===== config.mk =====
export PLATFORM = sky130hd
export DESIGN_NAME = nes_joypad_responder
export DESIGN_NICKNAME = d
export VERILOG_FILES = /design/src/rtl/nes_joypad_responder.sv
export SDC_FILE = /design/constraint.sdc
export NUM_CORES = 1
export LEC_CHECK = 0
export BUFFER_PORTS_ARGS = -buffer_cell sky130_fd_sc_hd__buf_2
export CAP_MARGIN = 20
export CORE_MARGIN = 1.5
export CORE_UTILIZATION = 25
export CTS_CLUSTER_DIAMETER = 80
export DETAILED_ROUTE_END_ITERATION = 6
export PLACE_DENSITY = 0.52
export SLEW_MARGIN = 20
export SYNTH_ARGS = -nofsm -noshare
export SYNTH_HDL_FRONTEND = slang
export SYNTH_SLANG_ARGS = --single-unit

===== constraint.sdc =====
create_clock -name clk -period 1.4 [get_ports clk]
set_input_delay 0.07 -clock clk [delete_from_list [all_inputs] [get_ports clk]]
set_output_delay 0.07 -clock clk [all_outputs]
set_load 0.01 [all_outputs]

===== src/rtl/nes_joypad_responder.sv =====
// NES controller (4021-style) emulation: samples board button levels and serves them serially to the console.
// Optional latch-driven turbo on A/B is enabled by defining NES_JOYPAD_TURBO_EN.
module nes_joypad_responder #(
  parameter int SYNC_STAGES   = 2,
  parameter bit INVERT_DATA   = 1'b1,
  parameter int TURBO_LATCHES = 4
) (
  input  logic       clk,
  input  logic       rst_n,
  input  logic [7:0] buttons,
  input  logic [1:0] turbo_sel,
  input  logic       jp_latch,
  input  logic       jp_clk,
  output logic       jp_data,
  output logic [3:0] bit_idx
);

  typedef enum logic [1:0] {LOAD, SHIFT, DONE} state_t;

  state_t                 state_reg, state_next;
  logic [SYNC_STAGES-1:0] latch_sync_reg, clk_sync_reg;
  logic                   clk_prev_reg;
  logic                   latch_s, clk_s, clk_rise;
  logic [7:0]             shift_reg, shift_next;
  logic [3:0]             bit_idx_reg, bit_idx_next;
  logic                   jp_data_reg, jp_data_next;
  logic [7:0]             load_value;

  assign latch_s  = latch_sync_reg[SYNC_STAGES-1];
  assign clk_s    = clk_sync_reg[SYNC_STAGES-1];
  assign clk_rise = clk_s & ~clk_prev_reg;

  always_ff @(posedge clk or negedge rst_n) begin
    if (!rst_n) begin
      latch_sync_reg <= '0;
      clk_sync_reg   <= '0;
      clk_prev_reg   <= 1'b0;
      state_reg      <= LOAD;
      shift_reg      <= 8'h00;
      bit_idx_reg    <= 4'd0;
      jp_data_reg    <= INVERT_DATA;
    end else begin
      latch_sync_reg <= {latch_sync_reg[SYNC_STAGES-2:0], jp_latch};
      clk_sync_reg   <= {clk_sync_reg[SYNC_STAGES-2:0], jp_clk};
      clk_prev_reg   <= clk_s;
      state_reg      <= state_next;
      shift_reg      <= shift_next;
      bit_idx_reg    <= bit_idx_next;
      jp_data_reg    <= jp_data_next;
    end
  end

`ifdef NES_JOYPAD_TURBO_EN
  localparam logic [7:0] TURBO_WRAP = 8'(TURBO_LATCHES - 1);

  logic       latch_prev_reg;
  logic       latch_rise;
  logic [7:0] turbo_cnt_reg;
  logic       turbo_phase_reg;
  logic       frame_phase_reg;
  logic       load_phase;

  assign latch_rise = latch_s & ~latch_prev_reg;

  always_ff @(posedge clk or negedge rst_n) begin
    if (!rst_n) begin
      latch_prev_reg  <= 1'b0;
      turbo_cnt_reg   <= 8'd0;
      turbo_phase_reg <= 1'b0;
      frame_phase_reg <= 1'b0;
    end else begin
      latch_prev_reg <= latch_s;
      if (latch_rise) begin
        frame_phase_reg <= turbo_phase_reg;
        if (turbo_cnt_reg == TURBO_WRAP) begin
          turbo_cnt_reg   <= 8'd0;
          turbo_phase_reg <= ~turbo_phase_reg;
        end else begin
          turbo_cnt_reg <= turbo_cnt_reg + 8'd1;
        end
      end
    end
  end

  // A frame is masked with the phase in force before its own latch edge advanced the counter.
  assign load_phase = latch_rise ? turbo_phase_reg : frame_phase_reg;
  assign load_value = buttons & ~{6'b000000, turbo_sel & {2{load_phase}}};
`else
  logic turbo_unused;
  assign turbo_unused = ^{turbo_sel, 8'(TURBO_LATCHES)};
  assign load_value   = buttons;
`endif

  always_comb begin
    state_next   = state_reg;
    shift_next   = shift_reg;
    bit_idx_next = bit_idx_reg;
    if (latch_s) begin
      state_next   = LOAD;
      shift_next   = load_value;
      bit_idx_next = 4'd0;
    end else begin
      case (state_reg)
        LOAD:  state_next = SHIFT;
        SHIFT: begin
          if (clk_rise) begin
            shift_next   = {1'b0, shift_reg[7:1]};
            bit_idx_next = bit_idx_reg + 4'd1;
            if (bit_idx_reg == 4'd7) state_next = DONE;
          end
        end
        DONE:    state_next = DONE;
        default: state_next = LOAD;
      endcase
    end
    // Past the eighth bit the line idles low, as the real part does with its serial input grounded.
    jp_data_next = (bit_idx_reg == 4'd8) ? 1'b0 : (shift_reg[0] ^ INVERT_DATA);
  end

  assign jp_data = jp_data_reg;
  assign bit_idx = bit_idx_reg;

endmodule


# --- Yosys cells after proc, flatten, opt, wreduce, memory -nomap -nowiden ---
# Index checks and enable logic that the tools add are counted.
# Widths: inputs -> output; s select.
word_totals:
  ff_bits: 20
  inputBits: 14
op_classes:
  addsub: 1
  eq_ne: 6
  muxes: 11
  n_bitwise: 3
  reduce_logical: 5
op_table:
  columns: ["operator", "n"]
  rows:
  - ["$mux 8", 3]
  - ["$mux 4", 3]
  - ["$mux 2", 3]
  - ["$ne 3x3->1 const B", 2]
  - ["$pmux 2 s3", 1]
  - ["$add 4x1->4 const B", 1]
  - ["$eq 4x3->1 const B", 1]
  - ["$eq 4x4->1 const B", 1]
  - ["$reduce_and 2->1", 2]
  - ["$reduce_bool 2->1", 2]
  - ["$eq 2x1->1 const B", 1]
  - ["$eq 2x2->1 const B", 1]
  - ["$logic_not 2->1", 1]
  - ["$not 1->1", 2]
  - ["$and 1x1->1", 1]
  - ["$mux 1", 1]

# --- Logic depth before layout (Yosys ltp) ---
# Gate-level depths: netlist (run 1).
depth:
  depth_word: 5
  depth_mapped: 7

# --- Worst setup path before layout (run 1) ---
# OpenSTA, ideal clock, no wires.
synth_timing:
  path_kind: "register -> register"
  from: "register state_reg[1]"
  to: "register bit_idx_reg[3] (netlist: bit_idx[3])"
  setup_ps: 78
  t_arrival_ps: 1262
  t_required_ps: 1322
  slack_ps: 60
  stages_incl_launch_ff: 7
  path_buffers: 1
  cell_sequence: "dfrtp_1 inv_1 ha_1 buf_4 nand3b_4 or3_1 a21oi_1"
synth_via:
  elab_chain_cells: 3
synth_rtl:
  columns: ["item", "line_no", "text"]
  rows:
  - ["start: declaration", "20", "state_t state_reg, state_next;"]
  - ["start signal: assignment", "46", "state_reg <= state_next;"]
  - ["$eq 2x1->1", "103", "case (state_reg)"]
  - ["$reduce_bool 2->1 (no line)", null, null]
  - ["$reduce_and 2->1 (no line)", null, null]
  - ["end signal: assignment", "48", "bit_idx_reg <= bit_idx_next;"]
  - ["end: declaration", "25", "logic [3:0] bit_idx_reg, bit_idx_next;"]
# Every way passes these cells.
# A chain may end at the register's enable or synchronous reset.

# --- Worst setup path in the final report (run 1) ---
# Same ends and word-level chain as after synthesis.

==> results of run 1 <==
-- path summary, 6_finish.rpt --
kind                                         from                end  cells past startpoint
worst max-delay path                 state_reg[1]         bit_idx[3]                      5
worst min-delay path                   buttons[5]       shift_reg[5]                      3
worst max register to register       state_reg[1]         bit_idx[3]                      5
worst min register to register  latch_sync_reg[0]  latch_sync_reg[1]                      0
max in group asynchronous                   rst_n            jp_data                      2
min in group asynchronous                   rst_n       state_reg[0]                      2
-- worst max-delay path, delay by kind of cell, from the launching register on --
kind,cells,cell delay [ns]
AO/OA/AOI/OAI,1,0.15
adder cells (fa/ha/maj),1,0.16
AND/OR/NAND/NOR,2,0.44
buffers and inverters,1,0.11
flip-flops,1,0.41
-- area by class of cell --
type                       instances  area (um^2)  share of cell area
sequential                        20          502               0.418
multi-input combinational         53          404               0.336
timing repair buffer              24          160               0.133
tap                               46         57.6              0.0479
clock buffer                       4         55.1              0.0458
inverter                           6         22.5              0.0188
-- where the power goes --
group | switching [mW] | leakage (nW) | internal, mW | total (mW)
Sequential | 0.0520 | 0.248 | 0.646 | 0.698
Clock | 0.177 | 0.0288 | 0.250 | 0.427
Combinational | 0.178 | 0.319 | 0.215 | 0.393
-- repair_timing --
item / 4_1_cts / 5_1_grt
setup buffers: 0 / 2
endpoints found under the hold margin: 21 / 0
gates resized for setup: 0 / 4
endpoints found under the setup margin: 0 / 6
hold buffers: 3 / 0
-- routing by layer --
layer  part of all wire  up-vias
met5                  0        -
met4              0.012        0
met3              0.040        2
met2               0.44       14
met1               0.51      294
li1                   -      335
-- layout by cell type (no fill, tap or decap), drive strengths merged, types with 2 or more instances in the layout --
cell type    count
o21ai            9
ha               4
dfrtp           19
dlygate4sd3      3
clkbuf           4
inv              6
nand2            9
nor2             3
nand3            3
xnor2            2
nor3b            2
o211ai           2
buf             21
a41oi            2
nand4b           3
mux2i            8
-- kinds of logic (layout without fill, tap and decap cells) --
logic type | count (synthesis) | in the layout | synth area share
AO/OA/AOI/OAI | 15 | 15 | 0.0956
XOR/XNOR | 2 | 2 | 0.0188
adder cells (fa/ha/maj) | 4 | 4 | 0.0538
buffers and inverters | 10 | 34 | 0.0525
flip-flops | 20 | 20 | 0.540
multiplexers | 8 | 8 | 0.0861
AND/OR/NAND/NOR | 24 | 24 | 0.153
-- stage by stage --
stage	power [mW]	instance area (um^2)	hold WS, ns
after global placement	1.00	1080	0.0439
after CTS	1.46	1160	0.0230
after floorplan	0.921	930	-0.226
after global routing	1.62	1200	0.0386
final	1.52	1200	0.0240
after detailed placement	1.02	1080	0.0442
==> metrics.md, run 1 <==
| Metric | Value |
|---|---|
| FMAX | 753 MHz |
| R2R Setup Slk | 0.07 ns |
| Total GRT Usage | 0.0870 |
| Syn nets | 101 |
| CP max-delay cell | dfrtp_1 |
| Final Skew | 0.00420 ns |
| Finished Layout Cells | 153 |
| Max Cap Violations | 0 |
| Worst Path Arrival | 1.51 ns |
| Run status | completed |
| Final Setup Violations | 0 |
| Top-area cell type share of the netlist area | 0.511 |
| Largest net degree at the start of global routing | 21 |
| ANT cells | 0 |
| Crit path largest cell delay | 0.41 ns |
| Minimum clock period | 1.33 ns |
| CP Class | flip-flop to flip-flop |
| Residual DRC | 0 |
| 1st-iter DRT viols | 44 |
| Max-slew headroom | 0.703 |
| Final worst-path cycle share | 0.949 |
| Port-buffer cells | 16 |
| RSZ-0062 raised after global routing | false |
| Layout cells sized above 1 | 0.280 |
| Commonest cells in the synthesized netlist | 19 x dfrtp_1, 9 x nand2_1, 9 x o21ai_0 |
| Global route hottest layer | met2 |
| Most common cell in the netlist | dfrtp_1 |
| Leak pwr | 0.596 nW |
| Max reg flops | 8 |
| # IOs | 19 |
| Pins Over Slew Limit | 0 |
| Filler Cells Inserted | 368 |
| Area growth from synthesis to layout | 29.2% |
| GR Layer Usage met1 | 0.120 |
| Place WS | 0.0626 ns |
| Area of the core | 3440 um^2 |
| Row count | 21 |
| Final hold violation count | 0 |
| Drt pass-1 iters | 3 |
| Sink Count | 20 |
| Vias per inst | 4.22 |
| Asr flop ratio synth | 1.00 |
| First-pass GRT wire length | 2790 um |
| Synthesized instance count | 83 |
| Routed vias | 645 |
| Chip width | 64.0 um |
| Post-synth top flop | dfrtp_1 |
| Critical-path cell list | inv_2, ha_4, nand3b_4, or3_1, a21oi_1 |
| Crit Path Max Fanout | 3 |
| Area leader, netlist | dfrtp_1 |
| CTS max path bufs | 2 |
| Worst endpoint required time | 1.58 ns |
| Initial antenna violation count | 0 |
| Total congestion overflow | 0 |
| Synth unique cells | 23 |
| Setup Total Neg Slack | 0 ns |
| Routed WL | 1610 um |
| Worst-margin pin slew | 0.445 ns |
| Mapped Area | 930 um^2 |
| Met2 GRT Util | 0.122 |
| Vias in the first global route | 639 |
| Sequential area share after synthesis | 0.540 |
| Full die area | 4090 um^2 |
| Clk Latency, worst-skew pair | 0.25 ns |
| CTS tree | done |
| Post-synth EDFFs | 0 |
| #FFs+latches synth | 20 |
| Reg clk slew, reported paths | 0.07 ns |
| CTS Buf Count | 3 |
| Setup ws final | 0.0711 ns |
| Synth Area per Inst | 11.2 um^2 |
| Final Util | 0.349 |
| Nets | 126 |
| Power per cell area | 1260 nW/um^2 |
| Antenna Nets Post-Route | 0 |
| Warnings from Yosys | 0 |
| CP startpoint kind | flip-flop |
| Die Span Y | 64.0 um |
| Grt met3 use | 0.0282 |
| DR WL/cell | 10.5 um |
| Post-DP HPWL | 1150 um |
| Crit path capture type | flip-flop |
| H-Tree Depth | 1 |
| HP Class | primary input to flip-flop |
| Post-placement cell count | 144 |
| RD Place Congestion | 0.706 |
| Worst-case vdd ir drop | 0.316 mV |
| Root buffer cell | clkbuf_8 |
| Largest cells by area after synthesis | dfrtp_1 51%, mux2i_1 8.6%, ha_1 5.4%, o21ai_0 4.8%, nand2_1 3.6% |
| Initial Util | 0.270 |
No activity file was read; power rests on OpenSTA's default activity.
==> run 2: changes to the inputs <==
--- a/config.mk
+++ b/config.mk
@@ -5,6 +5,7 @@
 export SDC_FILE = /design/constraint.sdc
 export NUM_CORES = 1
 export LEC_CHECK = 0
+export ABC_AREA = 1
 export BUFFER_PORTS_ARGS = -buffer_cell sky130_fd_sc_hd__buf_2
 export CAP_MARGIN = 20
 export CORE_MARGIN = 1.5
==> run 2 against run 1 <==
Synthesized cell count grew 22%. Global-route usage grew 0.88 points. Clock skew shrank 0.0015 ns. Clock power grew 8.9%. Flip-flop and latch count is the same. Power shrank 5.4%. First-iteration DRC count shrank 36%. Final area shrank 0.83%. Non-clock buffer count grew 4. Sequential share of layout area grew 0.35 points. Critical path type unchanged. Largest power group unchanged. Highest routed layer unchanged.
==> metrics.md, run 2 <==
| Metric | Value |
|---|---|
| Run status | completed |
| CTS tree | done |
| Crit path capture type | flip-flop |
| Synth Area per Inst | 8.82 um^2 (-21%) |
| Critical path depth | 7 (+2) |
| Worst Path Arrival | 1.42 ns (-0.09 ns) |
| Routed WL | 1570 um (-2.9%) |
| Drt pass-1 iters | 4 (+1) |
| FMAX | 816 MHz (+8.4%) |
| Pins Over Slew Limit | 0 (unchanged) |
| Post-DP HPWL | 1150 um (+0.37%) |
| Setup Total Neg Slack | 0 ns (unchanged) |
| RD Place Congestion | 0.785 (+11%) |
| ANT cells | 0 (unchanged) |
| Largest net degree at the start of global routing | 21 (unchanged) |
| Place WS | 0.181 ns (+0.118 ns) |
| CP startpoint kind | flip-flop |
| Most common cell after layout, fill and taps aside | nand2_1 |
| Root buffer cell | clkbuf_4 |
| Total congestion overflow | 0 (unchanged) |
| RSZ-0062 raised after global routing | false |
| Most common cell in the netlist | nand2_1 |
| # hold bufs at CTS | 11 (+8) |
| Nets | 151 (+20%) |
| Antenna Nets Post-Route | 0 (unchanged) |
| Worst R2R Path Depth | 7 (+2) |
| Reg clk slew, reported paths | 0.11 ns (+0.04 ns) |
| Post-synth top flop | dfrtp_1 |
| Row count | 21 (unchanged) |
| Initial Util | 0.263 (-0.00726) |
| Setup ws final | 0.174 ns (+0.103 ns) |
| Power per cell area | 1200 nW/um^2 (-4.6%) |
| Synthesized instance count | 101 (+22%) |
| Max reg flops | 8 (unchanged) |
| Top-area cell type share of the netlist area | 0.534 (+0.0223) |
| CTS Buf Count | 3 (unchanged) |
| Layout cells sized above 1 | 0.212 (-0.0683) |
| Area of the core | 3390 um^2 (-1.5%) |
| Max Cap Violations | 0 (unchanged) |
| Routed vias | 707 (+9.6%) |
| Final hold violation count | 0 (unchanged) |
| Leak pwr | 0.605 nW (+1.4%) |
| Die Span Y | 62.7 um (-2.0%) |
| Reg-to-Reg End | shift_reg[3] |
| Crit path from | state_reg[1] |
| Chip width | 62.7 um (-2.0%) |
| Minimum clock period | 1.23 ns (-0.103 ns) |
| Total GRT Usage | 0.0958 (+0.00878) |
| Most frequent cells in the layout | 33 x nand2_1, 19 x dfrtp_1, 16 x buf_2 |
| CTS max path bufs | 2 (unchanged) |
| DR WL/cell | 8.80 um (-17%) |
| Syn nets | 119 (+18%) |
| Crit Path Max Fanout | 8 (+5) |
| Cell family with most CP delay | flip-flops |
| HP Class | primary input to asynchronous set/reset pin |
| CP endpoint | shift_reg[3] |
| Asr flop ratio synth | 1.00 (unchanged) |
| Final Skew | 0.00272 ns (-0.00148 ns) |
| Filler Cells Inserted | 365 (-0.82%) |
| Overall Power | 1.43 mW (-5.4%) |
| Area leader, netlist | dfrtp_1 |
| Sequential area share after synthesis | 0.563 (+0.0235) |
| Mapped Area | 891 um^2 (-4.2%) |
| Worst Path Buf+Inv | 2 (+1) |
| Initial antenna violation count | 0 (unchanged) |
| Cells resized by post-CTS repair | 0 (unchanged) |
| Vias per inst | 3.97 (-5.8%) |
| #FFs+latches synth | 20 (unchanged) |
| CP Class | flip-flop to flip-flop |
| Worst endpoint required time | 1.60 ns (+0.02 ns) |
| Worst-case vdd ir drop | 0.415 mV (+31%) |
| Synth unique cells | 15 (-35%) |
| Sink Count | 20 (unchanged) |
| First-pass GRT wire length | 2850 um (+2.0%) |
| Final worst-path cycle share | 0.876 (-0.0733) |
| # IOs | 19 (unchanged) |
| Clk Latency, worst-skew pair | 0.30 ns (+0.05 ns) |
| Area growth from synthesis to layout | 33.7% |
| CP max-delay cell | dfrtp_1 |
| Warnings from Yosys | 0 (unchanged) |
| Residual DRC | 0 (unchanged) |
| Post-synth EDFFs | 0 (unchanged) |
| 1st-iter DRT viols | 28 (-36%) |
| H-Tree Depth | 1 (unchanged) |
| Max-slew headroom | 0.704 (+0.000768) |
| R2R Setup Slk | 0.17 ns (+0.10 ns) |
| Critical-path cell list | inv_1, ha_1, nand3_2, nand2_2, inv_2, nand2_1, nand3_1 |
| Worst-margin pin slew | 0.444 ns (-0.00115 ns) |
| Port-buffer cells | 16 (unchanged) |
| Worst r2r src | state_reg[1] |
| Buffer count from post-CTS setup fixing | 0 (unchanged) |
| Commonest cells in the synthesized netlist | 33 x nand2_1, 19 x dfrtp_1, 13 x nand3_1 |
| Largest cells by area after synthesis | dfrtp_1 53%, nand2_1 14%, nand3_1 7.3%, ha_1 5.6%, inv_1 4.6% |
| Vias in the first global route | 664 (+3.9%) |
| Full die area | 3930 um^2 (-4.0%) |
| Crit path largest cell delay | 0.39 ns (-0.02 ns) |
| Final Setup Violations | 0 (unchanged) |
## run 2: cell count changes in the layout (fill, tap and decap cells not counted), moves of 4 or more
| cell | change |
|---|---|
| mux2i_1 | -8 |
| nand2_1 | +24 |
| inv_1 | +6 |
| nand3_1 | +10 |
| o21ai_0 | -6 |
| nor2_1 | +6 |
| clkbuf_8 | -4 |
| dlygate4sd3_1 | +8 |
## run 2: logic make-up (layout without fill, tap and decap cells)
family / Yosys count / after routing / synth area share
AOI/OAI and AO/OA: 4 / 4 / 0.0267
xor gates and xnor gates: 1 / 1 / 0.00983
adders and majority gates: 4 / 4 / 0.0562
buffers and inverters: 14 / 45 / 0.0632
DFF: 20 / 20 / 0.563
and+or+nand+nor: 58 / 58 / 0.281
## run 2: area by class of cell
| class | instances | area, um^2 | share of cell area |
|---|---|---|---|
| sequential | 20 | 502 | 0.421 |
| multi-input combinational | 67 | 333 | 0.279 |
| timing repair buffer | 28 | 198 | 0.166 |
| tap | 46 | 57.6 | 0.0483 |
| inverter | 13 | 48.8 | 0.0410 |
| clock inverter | 1 | 30.0 | 0.0252 |
| clock buffer | 3 | 22.5 | 0.0189 |
## run 2: routing by layer
layer | up-vias | track usage | wire [um]
met2 | 14 | 0.147 | 695
met1 | 314 | 0.115 | 775
met4 | 0 | 0.0500 | 29
met5 | - | 0 | 0
li1 | 377 | - | -
met3 | 2 | 0.0396 | 66
## run 2: worst min path at each step
stage | from | end | slack, ns | cells past startpoint
after global placement | rst_n | bit_idx[2] | 0.04 | 1
final | rst_n | bit_idx[2] | 0.24 | 2
after floorplan | rst_n | bit_idx[0] | -0.23 | 0
after detailed placement | rst_n | bit_idx[2] | 0.04 | 1
after global routing | rst_n | clk_sync_reg[0] | 0.27 | 2
after CTS | rst_n | shift_reg[2] | 0.24 | 2
## run 2: stage by stage
step	std cells	cell area [um^2]	hold slack (ns)	util
6_report	178	1190	0.236	0.351
5_1_grt	178	1190	0.269	0.351
4_1_cts	178	1190	0.243	0.351
3_5_place_dp	163	1030	0.0445	0.303
3_3_place_gp	163	1030	0.0423	0.303
2_1_floorplan	101	891	-0.226	-
## run 2: worst register-to-register path: stages (launching register included)
cell,delay (ns)
dfrtp_1,0.39
inv_1,0.08
ha_1,0.18
nand3_2,0.14
nand2_2,0.12
inv_2,0.08
nand2_1,0.07
nand3_1,0.06
## run 2: power by group
part	total [mW]	internal, mW	switching [mW]
clock network	0.465	0.289	0.176
registers	0.693	0.652	0.0411
logic	0.277	0.120	0.157
total	1.43	1.06	0.374
